## config.mk

```make
export PLATFORM = sky130hd
export DESIGN_NAME = cmd_proc_mc
export DESIGN_NICKNAME = d
export VERILOG_FILES = /design/src/rtl/cmd_proc_pkg.sv /design/src/rtl/cmd_proc_ser.sv /design/src/rtl/cmd_proc_mc.sv
export SDC_FILE = /design/constraint.sdc
export NUM_CORES = 1
export LEC_CHECK = 0
export BUFFER_PORTS_ARGS = -buffer_cell sky130_fd_sc_hd__buf_2
export CORE_ASPECT_RATIO = 0.7
export CORE_MARGIN = 2
export CORE_UTILIZATION = 48
export CTS_CLUSTER_DIAMETER = 50
export CTS_CLUSTER_SIZE = 28
export DETAILED_ROUTE_END_ITERATION = 10
export GPL_TIMING_DRIVEN = 0
export PLACE_DENSITY = 0.75
export RECOVER_POWER = 50
export SYNTH_ARGS = -nofsm -noshare
export SYNTH_HDL_FRONTEND = slang
export SYNTH_SLANG_ARGS = --single-unit
```

## constraint.sdc

```tcl
create_clock -name clk -period 1.7 [get_ports clk]
set_input_delay 0.17 -clock clk [delete_from_list [all_inputs] [get_ports clk]]
set_output_delay 0.17 -clock clk [all_outputs]
set_load 0.02 [all_outputs]
```

## src/rtl/cmd_proc_pkg.sv

```systemverilog
// Shared definitions for the command processor.
//   cmd_state_t  : command FSM state encoding
//   CMD_RD_BIT   : opcode bit position in the command byte (1 = read)
//   word_bytes() : bytes per register word for a given word width
//   cnt_width()  : counter width able to index n items (minimum 1 bit)
package cmd_proc_pkg;

  typedef enum logic [2:0] {
    IDLE,
    DATA,
    WRITE,
    RD_REQ,
    RD_CAP,
    RESP
  } cmd_state_t;

  localparam int CMD_RD_BIT = 7;

  function automatic int word_bytes(input int data_w);
    return data_w / 8;
  endfunction

  function automatic int cnt_width(input int n);
    return (n > 1) ? $clog2(n) : 1;
  endfunction

endpackage

```

## src/rtl/cmd_proc_ser.sv

```systemverilog
// Byte-wide, MSB-first response serialiser.
// A load pulse captures a full word and raises rsp_rts; each accepted byte
// (rsp_rts && rsp_rtr) advances to the next byte; the accepted last byte
// drops rsp_rts. The presented byte holds while not accepted.
// Ports:
//   clk, reset_n        : clock, synchronous active-low reset
//   load, load_data     : parallel load of the word to send
//   rsp_rtr             : downstream accepts the presented byte
//   rsp_rts, rsp_data   : byte available / byte value
//   last                : presented byte is the final byte of the word
module cmd_proc_ser
  import cmd_proc_pkg::*;
#(
  parameter int DATA_W = 32
) (
  input  logic              clk,
  input  logic              reset_n,
  input  logic              load,
  input  logic [DATA_W-1:0] load_data,
  input  logic              rsp_rtr,
  output logic              rsp_rts,
  output logic [7:0]        rsp_data,
  output logic              last
);

  localparam int WB    = word_bytes(DATA_W);
  localparam int CNT_W = cnt_width(WB);
  localparam logic [CNT_W-1:0] LAST_IDX = CNT_W'(WB - 1);

  logic [DATA_W-1:0] shift_q;
  logic [CNT_W-1:0]  idx_q;

  always_ff @(posedge clk) begin
    if (!reset_n) begin
      shift_q <= '0;
      idx_q   <= '0;
      rsp_rts <= 1'b0;
    end else if (load) begin
      shift_q <= load_data;
      idx_q   <= '0;
      rsp_rts <= 1'b1;
    end else if (rsp_rts && rsp_rtr) begin
      if (idx_q == LAST_IDX) begin
        rsp_rts <= 1'b0;
      end else begin
        shift_q <= shift_q << 8;
        idx_q   <= idx_q + CNT_W'(1);
      end
    end
  end

  assign rsp_data = shift_q[DATA_W-1 -: 8];
  assign last     = (idx_q == LAST_IDX);

endmodule

```

## src/rtl/cmd_proc_mc.sv

```systemverilog
// Command processor between the host receive FIFO and the register file.
// Consumes a command byte (bit7 = read, low ADDR_W bits = address) followed,
// for writes, by DATA_W/8 data bytes MSB first. Writes issue REG_WE, reads
// issue REG_RE and return the read word as MSB-first bytes on RSP_*.
// Out-of-range addresses suppress the strobe and pulse CMD_ERR; such reads
// return zero.
// Optional build macro: CMD_TIMEOUT_EN adds an inter-byte timeout of
// TIMEOUT_CYC cycles while collecting write data.
// Ports:
//   clk, reset_n                  : clock, synchronous active-low reset
//   HOST_RTS, HOST_DATA, HOST_RTR : host byte stream in
//   REG_WE, REG_RE, REG_ADDR,
//   REG_WDATA, REG_RDATA          : register file access
//   RSP_RTS, RSP_RTR, RSP_DATA    : response byte stream out
//   CMD_ERR                       : one-cycle error pulse
module cmd_proc_mc
  import cmd_proc_pkg::*;
#(
  parameter int DATA_W      = 32,
  parameter int ADDR_W      = 4,
  parameter int NUM_REGS    = 12,
  parameter int TIMEOUT_CYC = 1024
) (
  input  logic              clk,
  input  logic              reset_n,
  input  logic              HOST_RTS,
  input  logic [7:0]        HOST_DATA,
  output logic              HOST_RTR,
  output logic              REG_WE,
  output logic              REG_RE,
  output logic [ADDR_W-1:0] REG_ADDR,
  output logic [DATA_W-1:0] REG_WDATA,
  input  logic [DATA_W-1:0] REG_RDATA,
  output logic              RSP_RTS,
  input  logic              RSP_RTR,
  output logic [7:0]        RSP_DATA,
  output logic              CMD_ERR
);

  localparam int WB    = word_bytes(DATA_W);
  localparam int CNT_W = cnt_width(WB);
  localparam logic [CNT_W-1:0] LAST_BYTE    = CNT_W'(WB - 1);
  localparam logic [ADDR_W:0]  NUM_REGS_EXT = (ADDR_W + 1)'(NUM_REGS);

  // Compare one bit wider than the address so NUM_REGS = 2**ADDR_W works.
  function automatic logic addr_ok(input logic [ADDR_W-1:0] a);
    return ({1'b0, a} < NUM_REGS_EXT);
  endfunction

  cmd_state_t        state, state_nxt;
  logic              rst_done;
  logic              host_xfer;
  logic [ADDR_W-1:0] cmd_addr;
  logic              cmd_rd;
  logic [ADDR_W-1:0] addr_q;
  logic [CNT_W-1:0]  byte_cnt;
  logic [DATA_W-1:0] wdata_sh;
  logic [DATA_W-1:0] word_next;
  logic              we_nxt, re_nxt, err_nxt;
  logic              ser_load;
  logic [DATA_W-1:0] ser_din;
  logic              ser_last;
  logic              tmo_hit;
  logic              unused_bits;

  // HOST_RTR is held low until the first cycle after reset is released.
  assign HOST_RTR  = rst_done && ((state == IDLE) || (state == DATA));
  assign host_xfer = HOST_RTS && HOST_RTR;
  assign cmd_addr  = HOST_DATA[ADDR_W-1:0];
  assign cmd_rd    = HOST_DATA[CMD_RD_BIT];
  assign word_next = (wdata_sh << 8) | DATA_W'(HOST_DATA);

`ifdef CMD_TIMEOUT_EN
  localparam int TMO_W = cnt_width(TIMEOUT_CYC);
  localparam logic [TMO_W-1:0] TMO_LAST = TMO_W'(TIMEOUT_CYC - 1);

  logic [TMO_W-1:0] tmo_cnt;

  always_ff @(posedge clk) begin
    if (!reset_n) begin
      tmo_cnt <= '0;
    end else if ((state != DATA) || host_xfer) begin
      tmo_cnt <= '0;
    end else begin
      tmo_cnt <= tmo_cnt + TMO_W'(1);
    end
  end

  assign tmo_hit     = (state == DATA) && !host_xfer && (tmo_cnt == TMO_LAST);
  assign unused_bits = ^HOST_DATA;
`else
  assign tmo_hit     = 1'b0;
  assign unused_bits = ^{HOST_DATA, 32'(TIMEOUT_CYC)};
`endif

  always_ff @(posedge clk) begin
    if (!reset_n) begin
      state <= IDLE;
    end else begin
      state <= state_nxt;
    end
  end

  always_comb begin
    state_nxt = state;
    we_nxt    = 1'b0;
    re_nxt    = 1'b0;
    err_nxt   = 1'b0;
    ser_load  = 1'b0;
    ser_din   = '0;
    case (state)
      IDLE: begin
        if (host_xfer) begin
          if (cmd_rd) begin
            state_nxt = RD_REQ;
            if (addr_ok(cmd_addr)) re_nxt = 1'b1;
            else                   err_nxt = 1'b1;
          end else begin
            state_nxt = DATA;
          end
        end
      end
      DATA: begin
        if (host_xfer && (byte_cnt == LAST_BYTE)) begin
          state_nxt = WRITE;
          if (addr_ok(addr_q)) we_nxt = 1'b1;
          else                 err_nxt = 1'b1;
        end else if (tmo_hit) begin
          state_nxt = IDLE;
          err_nxt   = 1'b1;
        end
      end
      WRITE:  state_nxt = IDLE;
      RD_REQ: state_nxt = RD_CAP;
      RD_CAP: begin
        ser_load  = 1'b1;
        ser_din   = addr_ok(addr_q) ? REG_RDATA : '0;
        state_nxt = RESP;
      end
      RESP: begin
        if (RSP_RTS && RSP_RTR && ser_last) state_nxt = IDLE;
      end
      default: state_nxt = IDLE;
    endcase
  end

  // Strobes are registered one cycle after the deciding host transfer.
  always_ff @(posedge clk) begin
    if (!reset_n) begin
      rst_done  <= 1'b0;
      REG_WE    <= 1'b0;
      REG_RE    <= 1'b0;
      CMD_ERR   <= 1'b0;
      REG_ADDR  <= '0;
      REG_WDATA <= '0;
      addr_q    <= '0;
      byte_cnt  <= '0;
    end else begin
      rst_done <= 1'b1;
      REG_WE   <= we_nxt;
      REG_RE   <= re_nxt;
      CMD_ERR  <= err_nxt;
      if (we_nxt) begin
        REG_ADDR  <= addr_q;
        REG_WDATA <= word_next;
      end else if (re_nxt) begin
        REG_ADDR <= cmd_addr;
      end
      if ((state == IDLE) && host_xfer) addr_q <= cmd_addr;
      if (state == IDLE) begin
        byte_cnt <= '0;
      end else if ((state == DATA) && host_xfer) begin
        byte_cnt <= byte_cnt + CNT_W'(1);
      end
    end
  end

  // Partial write word; stale content is fully shifted out by a new command.
  always_ff @(posedge clk) begin
    if ((state == DATA) && host_xfer) wdata_sh <= word_next;
  end

  cmd_proc_ser #(
    .DATA_W(DATA_W)
  ) u_ser (
    .clk      (clk),
    .reset_n  (reset_n),
    .load     (ser_load),
    .load_data(ser_din),
    .rsp_rtr  (RSP_RTR),
    .rsp_rts  (RSP_RTS),
    .rsp_data (RSP_DATA),
    .last     (ser_last)
  );

endmodule

```

Word level (Yosys, flattened, before mapping):

Cells that the tools add are included.

* flip-flop bits (word level): 108
* input bits: 44
* output and inout bits: 49
* word-level logic and storage cells: 78

* add/sub/neg operators: 2
* magnitude comparators: 2
* equal/unequal tests: 10
* multiplexer cells: 30
* bitwise gates (word level): 3
* reduce and logical (&&, ||, !) cells: 18

Operators with widths (number)
* $mux 32: 5
* $or 32x8->32: 1
* $mux 1: 17
* $pmux 3 s5: 1
* $mux 3: 3
* $lt 4x4->1 const B: 2
* $mux 4: 2
* $logic_and 1x1->1: 7
* $eq 3x3->1 const B: 2
* $ne 2x2->1 const B: 3
* $reduce_and 2->1: 3
* $reduce_bool 2->1: 3
* $add 2x1->2 const B: 2
* $eq 2x2->1 const B: 2
* $reduce_or 2->1: 2
* $eq 3x1->1 const B: 1
* $eq 3x2->1 const B: 1
* $logic_not 3->1: 1
* $reduce_and 3->1: 1
* $mux 2: 1
* $ne 2x1->1 const B: 1
* $not 1->1: 2
* $pmux 1 s2: 1
* $logic_or 1x1->1: 1

Longest topological paths before layout:

Gate-level depths: netlist (run 1).

* depth after elaboration: 8
* depth in mapped cells: 7
* depth with buffers taken out: 5

Cells and area by module:

From an unflattened synthesis (run 1), not the netlist that was laid out.

* cells, all modules: 481
* area total of the unflattened synthesis: 4433.0 sq um

Modules (own cells, without submodules)
* cmd_proc_mc: instances 1, cells each 289, area an instance 2919.0 sq um, sequential area each 1701.6 sq um
* cmd_proc_ser: instances 1, cells each 192, area an instance 1514.0 sq um, sequential area each 700.7 sq um

Worst setup path after synthesis (run 1):

No wires, ideal clock.

* path type: flip-flop to flip-flop
* start: reg state[2]
* end: reg wdata_sh[0] (enable)
* library setup time: 384 ps
* arrival time: 1365 ps
* data required time: 1316 ps
* path slack: -50 ps
* cell stages (with the launch flop): 3
* path buffers: 0
* period minus slack after synthesis: 1750 ps
* path through: dfxtp_1 > and4bb_2 > and2_1

* longest elaborated chain between the ends: 5
* elaborated cells between the ends (all ways): 6
* classes of those cells: eq/ne (1); reduce/logical (5)

RTL lines
* start: declaration: line cmd_proc_mc.sv:50 `cmd_state_t state, state_nxt;`
* start signal: assignment: line cmd_proc_mc.sv:100 `state <= state_nxt;`
* $eq 3x1->1 or $logic_not 3->1 (tied branches): line cmd_proc_mc.sv:67, cmd_proc_mc.sv:180
* $logic_or 1x1->1: line cmd_proc_mc.sv:67 `assign HOST_RTR = rst_done && ((state == IDLE) || (state == DATA));`
* $logic_and 1x1->1: line cmd_proc_mc.sv:67
* $logic_and 1x1->1: line cmd_proc_mc.sv:68 `assign host_xfer = HOST_RTS && HOST_RTR;`
* $logic_and 1x1->1 (*): line cmd_proc_mc.sv:180 `if ((state == DATA) && host_xfer) wdata_sh <= word_next;`
* end signal: assignment: line cmd_proc_mc.sv:180
* end: declaration: line cmd_proc_mc.sv:57 `logic [DATA_W-1:0] wdata_sh;`

Every way passes the cells marked *; elsewhere a longest branch is shown, timed or not.
A chain may end at the register's enable or synchronous reset.

Final worst setup path (run 1):

* start: reg u_ser.idx_q[0]
* end: reg u_ser.shift_q[19]

* longest elaborated chain between the ends: 3

RTL lines
* start: declaration: line cmd_proc_ser.sv:31 `logic [CNT_W-1:0] idx_q;`
* start signal: assignment: line cmd_proc_ser.sv:47 `idx_q <= idx_q + CNT_W'(1);`
* $eq 2x2->1: line cmd_proc_ser.sv:43 `if (idx_q == LAST_IDX) begin`
* $ne 2x2->1 (no line)
* $reduce_and 2->1 (no line)
* end signal: assignment: line cmd_proc_ser.sv:39 `shift_q <= load_data;`
* end signal: assignment: line cmd_proc_ser.sv:46 `shift_q <= shift_q << 8;`
* end: declaration: line cmd_proc_ser.sv:30 `logic [DATA_W-1:0] shift_q;`

Every way passes these cells.

==> impl_metrics.json, run 1 <==
{
  "finalMaxSlewViolations": 0,
  "drc": 0,
  "reg2reg_from": "u_ser.idx_q[0]",
  "grt_setup_unrepaired": "no",
  "status": "completed",
  "start_kind": "register",
  "num_io_pins": 93,
  "cts_buffers": 9,
  "antenna_found_initial": 0,
  "area_growth_pct": 20.60,
  "worstSetupPathType": "reg -> reg",
  "grt_max_degree": 27,
  "fin_ws_ps": 38.38,
  "wl_per_cell_um": 14.83,
  "synth_seq_area_share_pct": 57.73,
  "ir_worst_vdd_mv": 0.5389,
  "row_count": 28,
  "hold_class": "in -> reg",
  "first_global_vias": 3044,
  "setup_viol": 0,
  "fmax_ghz": 0.6018,
  "critPathTopFamily": "compound AO/OA/AOI/OAI gates",
  "die_w_um": 115.3,
  "fin_nets": 567,
  "max_stage_delay_ps": 320,
  "crit_chain": "ha_1 > nand3b_1 > buf_4 > buf_4 > o21ai_0 > a21oi_1",
  "cts_tree": "yes",
  "die_h_um": 81.90,
  "leakage_nw": 1.909,
  "insertion_delay_ps": 350,
  "holdPathEnd": "wdata_sh[4]",
  "tightest_slew_ps": 725.9,
  "wirelength_mm": 9.583,
  "grt_pass1_wl_mm": 14.97,
  "p_per_area_nw_per_um2": 992.2,
  "hold_path_depth": 1,
  "clkSinkCount": 108,
  "finalCriticalPeriod_ps": 1662,
  "maxCapViolCount": 0,
  "drive_gt1_share_pct": 18.82,
  "synth_cell_types": 39,
  "skew_ps": 7.424,
  "yosysWarnings": 0,
  "total_power_mw": 4.979,
  "vias_per_cell": 5.201,
  "finalHoldViolCount": 0,
  "die_area_um2": 9442,
  "worstPathMaxFanout": 10,
  "cts-root-buf": "clkbuf_16",
  "crit_buf_inv": 2,
  "cpMostUsedCell": "buf_4",
  "grt_util_all_layers_pct": 20.99,
  "tns_ps": 0,
  "synth_seq_cells": 108,
  "dpl_worst_slack_ps": -61.73,
  "dpl.hpwl_mm": 7.055,
  "routabilityCongestion": 0.7936,
  "reg2reg_to": "u_ser.shift_q[19]",
  "dr.pass1.iters": 5,
  "post-route-period-util_pct": 97.74,
  "clkTransAtPathRegs_ps": 80,
  "n_antenna_cell": 0,
  "synth_cells": 417,
  "drtAntennaViolNets": 0,
  "cts_setup_buffers": 0,
  "end_kind": "register",
  "hold_ws_ps": 12.11,
  "io_buffer_count": 92,
  "critPathRequiredTime_ps": 1920,
  "relSlewSlack_pct": 51.60,
  "netlist_area_um2": 4161,
  "drtIter0Drc": 225,
  "grt_overflow": 0,
  "rr_worst_depth": 6,
  "synth.net_count": 463,
  "vias": 3360,
  "synth.avg_cell_area_um2": 9.980,
  "htreeDepth": 3,
  "coreArea_um2": 8443,
  "min_from": "HOST_DATA[4]",
  "dp.cells": 629,
  "reg2reg_setup_slack_ps": 40,
  "clock_path_buffers": 2,
  "initial_core_util_pct": 49.29,
  "critPathSlowestCell": "dfxtp_1",
  "final_cells": 646,
  "worstPathArrival_ps": 1890
}
[metrics by stage]
stage	util, %	area (um^2)
floorplan	-	4163
global placement	56.54	4773
detailed placement	56.54	4773
CTS	60.21	5084
global route	59.44	5019
finish	59.44	5019
[sequential cells by signal, indices dropped and copies added, names as in the netlist]
| name | flops |
|---|---|
| state | 3 |
| u_ser.idx_q | 2 |
| REG_ADDR | 4 |
| u_ser.rsp_rts | 1 |
| REG_WE | 1 |
| REG_RE | 1 |
| wdata_sh | 24 |
| CMD_ERR | 1 |
| byte_cnt | 2 |
| u_ser.shift_q | 32 |
| REG_WDATA | 32 |
| rst_done | 1 |
| addr_q | 4 |
[cells by family (layout without fill, tap and decap cells)]
| family | count (synthesis) | after routing | share of synthesized area [%] |
|---|---|---|---|
| XOR/XNOR | 1 | 1 | 0.2105 |
| multiplexers | 19 | 19 | 4.570 |
| AND/OR/NAND/NOR | 127 | 127 | 13.23 |
| flip-flops | 108 | 108 | 57.73 |
| buffers and inverters | 39 | 148 | 5.742 |
| adder cells (fa/ha/maj) | 2 | 2 | 0.6012 |
| AO/OA/AOI/OAI | 121 | 121 | 17.92 |
[cell type report]
cell class / instances / area, um^2
fill: 751 / 3425
buffer: 36 / 231.5
tap: 120 / 150.1
clock inverter: 7 / 73.82
timing repair buffer: 93 / 400.4
inverter: 3 / 11.26
multi-input combinational: 270 / 1523
sequential: 108 / 2404
clock buffer: 9 / 225.2
[repair_timing]
item | 4_1_cts | 5_1_grt
hold buffers | 1 | 0
gates resized for setup | 1 | 5
endpoints found under the hold margin | 1 | 0
pin swaps | 0 | 1
endpoints found under the setup margin | 26 | 34
[routing by layer]
metal  GRT usage (%)  wire length, um  up-vias
li1                -                -     1658
met1           30.74             4831     1601
met2           30.59             4090       88
met3           4.576              508       13
met4           7.590              153        0
met5               0                0        -
[report_power, final]
group          internal, mW  leakage, nW  switching (mW)  total, mW
combinational        0.0900        0.865           0.138      0.228
sequential             2.65        0.896          0.0248       2.67
clock                  1.05        0.148            1.03       2.08
[worst max-delay path by stage]
stage | start | end | slack [ps] | depth (start not counted)
after floorplan | state[0] | wdata_sh[0] | 210 | 2
after global placement | state[0] | wdata_sh[21] | -70 | 2
after detailed placement | state[0] | wdata_sh[17] | -60 | 2
after CTS | u_ser.idx_q[0] | u_ser.idx_q[1] | 7 | 6
after global routing | state[0] | wdata_sh[22] | 2 | 2
final | u_ser.idx_q[0] | u_ser.shift_q[19] | 40 | 6
[cell usage after synthesis (all sizes together)]
cell    instances  area share, %
nand2          86            7.9
dfxtp          84             40
a21oi          66            8.0
buf            27            4.7
o21ai          26            3.1
edfxtp         24             17
nor2           20            1.8
mux2i          19            4.6
a211oi         13            3.7
a22oi           9            1.6
clkbuf          9           0.81
and2            4           0.60
inv             3           0.27
nand3           3           0.36
nand3b          3           0.54
a31oi           2           0.30
ha              2           0.60
nor3            2           0.24
nor3b           2           0.36
o221a           2           0.54
a22o            1           0.21
a311oi          1           0.21
and3            1           0.15
and4bb          1           0.30
nand2b          1           0.15
nand4           1           0.15
nand4b          1           0.21
nor2b           1           0.15
o22a            1           0.21
or3b            1           0.27
xor2            1           0.21
[layout by cell type, fill, tap and decap left out, drive strengths merged, types with 13 or more instances in the layout]
cell type,n
nand2,86
dfxtp,84
clkbuf,75
a21oi,66
buf,62
o21ai,26
edfxtp,24
nor2,20
mux2i,19
a211oi,13
No activity file was read; power rests on OpenSTA's default activity.
==> run 2: changes to the inputs <==
==> constraint.sdc (replaced) <==
create_clock -name clk -period 1.7 [get_ports clk]
set_input_delay 0.17 -clock clk [delete_from_list [all_inputs] [get_ports clk]]
set_output_delay 0.17 -clock clk [all_outputs]
set_load 0.005 [all_outputs]
==> run 2 against run 1 <==
  * Register-to-register slack better by 30 ps
  * Clock-buffer cell count did not move
  * Sequential share of layout area shrank 0.19 points
  * Sequential power about the same
  * Largest cell class unchanged
==> impl_metrics.json, run 2 (same netlist as run 1, synthesis figures left out) <==
{
  "finalHoldViolCount": 0,
  "grt_setup_unrepaired": "no",
  "dr.pass1.iters": 4,
  "swShare_pct": 23.60,
  "mostFrequentLayoutCells": "85 x nand2_1, 83 x dfxtp_1, 65 x a21oi_1, 59 x buf_2, 49 x clkbuf_1",
  "multi_input_area_um2": 1523,
  "grt_max_degree": 27,
  "grt_util_all_layers_pct": 20.99,
  "final_common_cell": "nand2_1",
  "dpl.hpwl_mm": 7.055,
  "die_area_um2": 9442,
  "leakage_nw": 1.973,
  "insertion_delay_ps": 350,
  "clock_path_buffers": 2,
  "drive_gt1_share_pct": 21.86,
  "clkTransAtPathRegs_ps": 80,
  "skew_ps": 8.371,
  "end_kind": "register",
  "reg_top3": "REG_WDATA: 32 flops, u_ser.shift_q: 32 flops, wdata_sh: 24 flops",
  "critPathRequiredTime_ps": 1920,
  "power_frac_seq_pct": 53.9,
  "setup_viol": 0,
  "busiest_layer": "met1",
  "status": "completed",
  "hold_ws_ps": 12.68,
  "first_global_vias": 3044,
  "final_cells": 646,
  "coreArea_um2": 8443,
  "p_switching_mw": 1.170,
  "ir_worst_vdd_mv": 0.5285,
  "post-route-period-util_pct": 95.88,
  "worstSetupPathType": "reg -> reg",
  "die_w_um": 115.3,
  "seq_area_um2": 2404,
  "worstPathArrival_ps": 1850,
  "htreeDepth": 3,
  "maxCapViolCount": 0,
  "initial_core_util_pct": 49.29,
  "tightest_slew_ps": 698.8,
  "power_frac_clock_pct": 41.7,
  "grt_util_met3_pct": 4.576,
  "fmax_ghz": 0.6135,
  "cts_tree": "yes",
  "drtAntennaViolNets": 0,
  "finalCriticalPeriod_ps": 1630,
  "drc": 0,
  "fin_nets": 567,
  "relSlewSlack_pct": 53.41,
  "grt_pass1_wl_mm": 14.97,
  "fin_area_um2": 5039,
  "cts_buffers": 9,
  "tns_ps": 0,
  "n_antenna_cell": 0,
  "fill_cells": 742,
  "die_h_um": 81.90,
  "num_io_pins": 93,
  "cts-root-buf": "clkbuf_16",
  "p_per_area_nw_per_um2": 984.0,
  "grt_overflow": 0,
  "finalMaxSlewViolations": 0,
  "grt_util_met1_pct": 30.74,
  "vias_per_cell": 5.164,
  "io_buffer_count": 92,
  "routabilityCongestion": 0.7936,
  "start_kind": "register",
  "vias": 3336,
  "placed_area_um2": 4773,
  "p_comb_share_pct": 4.4,
  "worstPathMaxFanout": 10,
  "antenna_found_initial": 0,
  "wirelength_mm": 9.530,
  "row_count": 28,
  "grt.met2_usage_pct": 30.59,
  "area_growth_pct": 21.08,
  "drtIter0Drc": 221,
  "hold_class": "in -> reg",
  "power.internal_mw": 3.788,
  "wl_per_cell_um": 14.75,
  "dp.cells": 629,
  "clkSinkCount": 108
}
-- run 2: cell types whose count changed in the layout (fill, tap and decap cells not counted) --
cell	delta
and2_1	-1
clkbuf_1	-16
and2_0	+1
buf_2	+16
clkbuf_4	+7
buf_4	-7
-- run 2: layout make-up --
| type | count | area share (%) |
|---|---|---|
| flip-flops and latches | 108 | 47.70 |
| multi-input cells | 270 | 30.22 |
| repair buffers | 93 | 8.344 |
| plain buffers | 36 | 4.594 |
| clock buffers | 9 | 4.470 |
| well taps | 120 | 2.980 |
| clock inverters | 7 | 1.465 |
| inverters | 3 | 0.2235 |
-- run 2: stage by stage --
stage | total power [mW] | setup slack [ps] | utilization (%)
floorplan | 2.839 | 213.3 | -
global placement | 2.944 | -70.83 | 56.54
detailed placement | 2.949 | -61.73 | 56.54
CTS | 5.004 | 6.709 | 60.21
global route | 5.121 | 1.830 | 59.68
finish | 4.958 | 70.04 | 59.68
-- run 2: critical path, cell delays in order (launching register included) --
cell and delay [ps]:
dfxtp_1 320, ha_1 240, nand3b_1 170, buf_4 190, buf_4 190, o21ai_0 270
a21oi_1 120
-- run 2: worst paths after layout --
| kind | cells after the start | endpoint | slack, ps | from |
|---|---|---|---|---|
| max | 6 | u_ser.shift_q[19] | 70 | u_ser.idx_q[0] |
| min | 1 | wdata_sh[4] | 10 | HOST_DATA[4] |
| max reg2reg | 6 | u_ser.shift_q[19] | 70 | u_ser.idx_q[0] |
| min reg2reg | 0 | wdata_sh[19] | 450 | wdata_sh[11] |
-- run 2: what timing repair did --
action	CTS	global route
resized for setup	1	5
pin swaps	0	1
hold buffers	1	0
endpoints found under the setup margin	26	34
setup buffers	0	0
endpoints found under the hold margin	1	0
-- run 2: power groups by stage --
stage               Clock, mW  Sequential, mW  Combinational, mW
floorplan                   0            2.72              0.115
global placement            0            2.73              0.214
detailed placement          0            2.73              0.217
CTS                      2.11            2.67              0.221
global route             2.20            2.68              0.240
finish                   2.07            2.67              0.217
-- run 2: routing by layer --
layer	wire (um)	up-vias
met4	162	0
met5	0	-
met2	4124	82
met3	608	14
li1	-	1655
met1	4635	1585
==> run 3: changes to the inputs <==
Settings changed: CTS_CLUSTER_SIZE 28 to 25, PLACE_DENSITY 0.75 to 0.85, SLEW_MARGIN from default to 20.
==> run 3 against run 2 <==
  * First-iteration DRC count grew 72%
  * Sequential share of layout area shrank 0.13 points
  * Total power shrank 0.48%
==> impl_metrics.json, run 3 (same netlist as run 1, synthesis figures left out) <==
{
  "status": "completed",
  "wl_per_cell_um": 15.83,
  "rr_worst_depth": 2,
  "leakage_nw": 1.967,
  "row_count": 28,
  "drtIter0Drc": 380,
  "vias": 3462,
  "wl_met1_mm": 4.410,
  "grt_overflow": 0,
  "num_io_pins": 93,
  "coreArea_um2": 8443,
  "antenna_found_initial": 0,
  "placed_area_um2": 4773,
  "dpl.hpwl_mm": 7.246,
  "worstSetupPathType": "reg -> reg",
  "drc": 0,
  "reg2reg_to": "wdata_sh[13]",
  "relSlewSlack_pct": 53.27,
  "routabilityCongestion": 0.8422,
  "final_common_cell": "nand2_1",
  "finalHoldViolCount": 0,
  "drive_gt1_share_pct": 22.43,
  "clock_path_buffers": 2,
  "insertion_delay_ps": 350,
  "hold_path_depth": 1,
  "reg2reg_setup_slack_ps": 50,
  "drtAntennaViolNets": 0,
  "cts-root-buf": "clkbuf_16",
  "initial_core_util_pct": 49.29,
  "n_antenna_cell": 0,
  "finalMaxSlewViolations": 0,
  "route.met3.wl_um": 712,
  "dpl_worst_slack_ps": -77.88,
  "final_util_pct": 59.84,
  "cts_buffers": 9,
  "die_area_um2": 9442,
  "wirelength_mm": 10.23,
  "clkSinkCount": 108,
  "mostFrequentLayoutCells": "85 x nand2_1, 83 x dfxtp_1, 65 x a21oi_1, 59 x buf_2, 48 x clkbuf_1",
  "worstPathMaxFanout": 26,
  "die_w_um": 115.3,
  "reg2reg_from": "state[0]",
  "fmax_ghz": 0.6067,
  "end_kind": "register",
  "top_layer": "met4",
  "cts_tree": "yes",
  "finalCriticalPeriod_ps": 1648,
  "met2_length_mm": 4.940,
  "critPathRequiredTime_ps": 1710,
  "fin_ws_ps": 51.77,
  "clkTransAtPathRegs_ps": 70,
  "post-route-period-util_pct": 96.95,
  "grt_util_all_layers_pct": 22.16,
  "reg_top3": "REG_WDATA: 32 flops, u_ser.shift_q: 32 flops, wdata_sh: 24 flops",
  "fill_cells": 698,
  "crit_path_start": "state[0]",
  "ir_worst_vdd_mv": 0.5075,
  "htreeDepth": 3,
  "dr.pass1.iters": 5,
  "first_global_vias": 3261,
  "worstPathArrival_ps": 1660,
  "die_h_um": 81.90,
  "start_kind": "register",
  "p_per_area_nw_per_um2": 976.7,
  "tns_ps": 0,
  "grt_pass1_wl_mm": 15.88,
  "io_buffer_count": 92,
  "tightest_slew_ps": 700.9,
  "min_from": "HOST_DATA[5]",
  "setup_viol": 0,
  "skew_ps": 6.236,
  "fin_nets": 567,
  "area_growth_pct": 21.41,
  "maxCapViolCount": 0,
  "crit_end": "wdata_sh[13]",
  "fin_area_um2": 5052,
  "vias_per_cell": 5.359,
  "grt_max_degree": 27,
  "hold_class": "in -> reg"
}
-- run 3: cell types whose count changed in the layout (fill, tap and decap cells not counted), sizes merged --
cell,change
buf,+3
clkbuf,-3
inv,-3
clkinv,+2
clkinvlp,+1
-- run 3: worst min-delay path by stage --
| stage | endpoint | slack, ps |
|---|---|---|
| floorplan | rst_done | 200 |
| global placement | rst_done | 300 |
| detailed placement | rst_done | 300 |
| CTS | wdata_sh[5] | 10 |
| global route | wdata_sh[5] | 8 |
| finish | wdata_sh[5] | 20 |
-- run 3: what timing repair did --
action / CTS / global route
setup buffers: 0 / 0
endpoints found under the setup margin: 26 / 33
endpoints found under the hold margin: 1 / 0
hold buffers: 1 / 0
gates resized for setup: 1 / 9
-- run 3: area by class of cell --
cell class | count | area [um^2] | area share (%)
Buffer | 36 | 235.2 | 4.656
Clock buffer | 9 | 225.2 | 4.458
Clock inverter | 7 | 70.07 | 1.387
Inverter | 3 | 11.26 | 0.2229
Multi-Input combinational cell | 270 | 1536 | 30.41
Sequential cell | 108 | 2404 | 47.57
Tap cell | 120 | 150.1 | 2.972
Timing Repair Buffer | 93 | 420.4 | 8.321
-- run 3: metal layers --
layer,up-vias,global-route usage [%]
li1,1652,-
met5,-,0
met2,150,36.76
met3,22,5.240
met1,1638,29.01
met4,0,7.108
-- run 3: power breakdown --
| group | switching (mW) | leakage (nW) | internal [mW] |
|---|---|---|---|
| logic | 0.134 | 0.928 | 0.0919 |
| registers | 0.0245 | 0.896 | 2.65 |
| clock network | 1.00 | 0.143 | 1.03 |
| total | 1.16 | 1.97 | 3.77 |
-- run 3: worst max-delay path, cell delays in order (launching register included) --
cell	delay, ps
dfxtp_1	450
clkbuf_1	400
and2_4	460
-- run 3: stage by stage --
stage / cells / power [mW] / hold slack, ps
floorplan: 417 / 2.839 / 197.7
global placement: 629 / 2.941 / 302.8
detailed placement: 629 / 2.950 / 304.4
CTS: 646 / 4.937 / 14.06
global route: 646 / 5.071 / 8.461
finish: 646 / 4.934 / 21.73
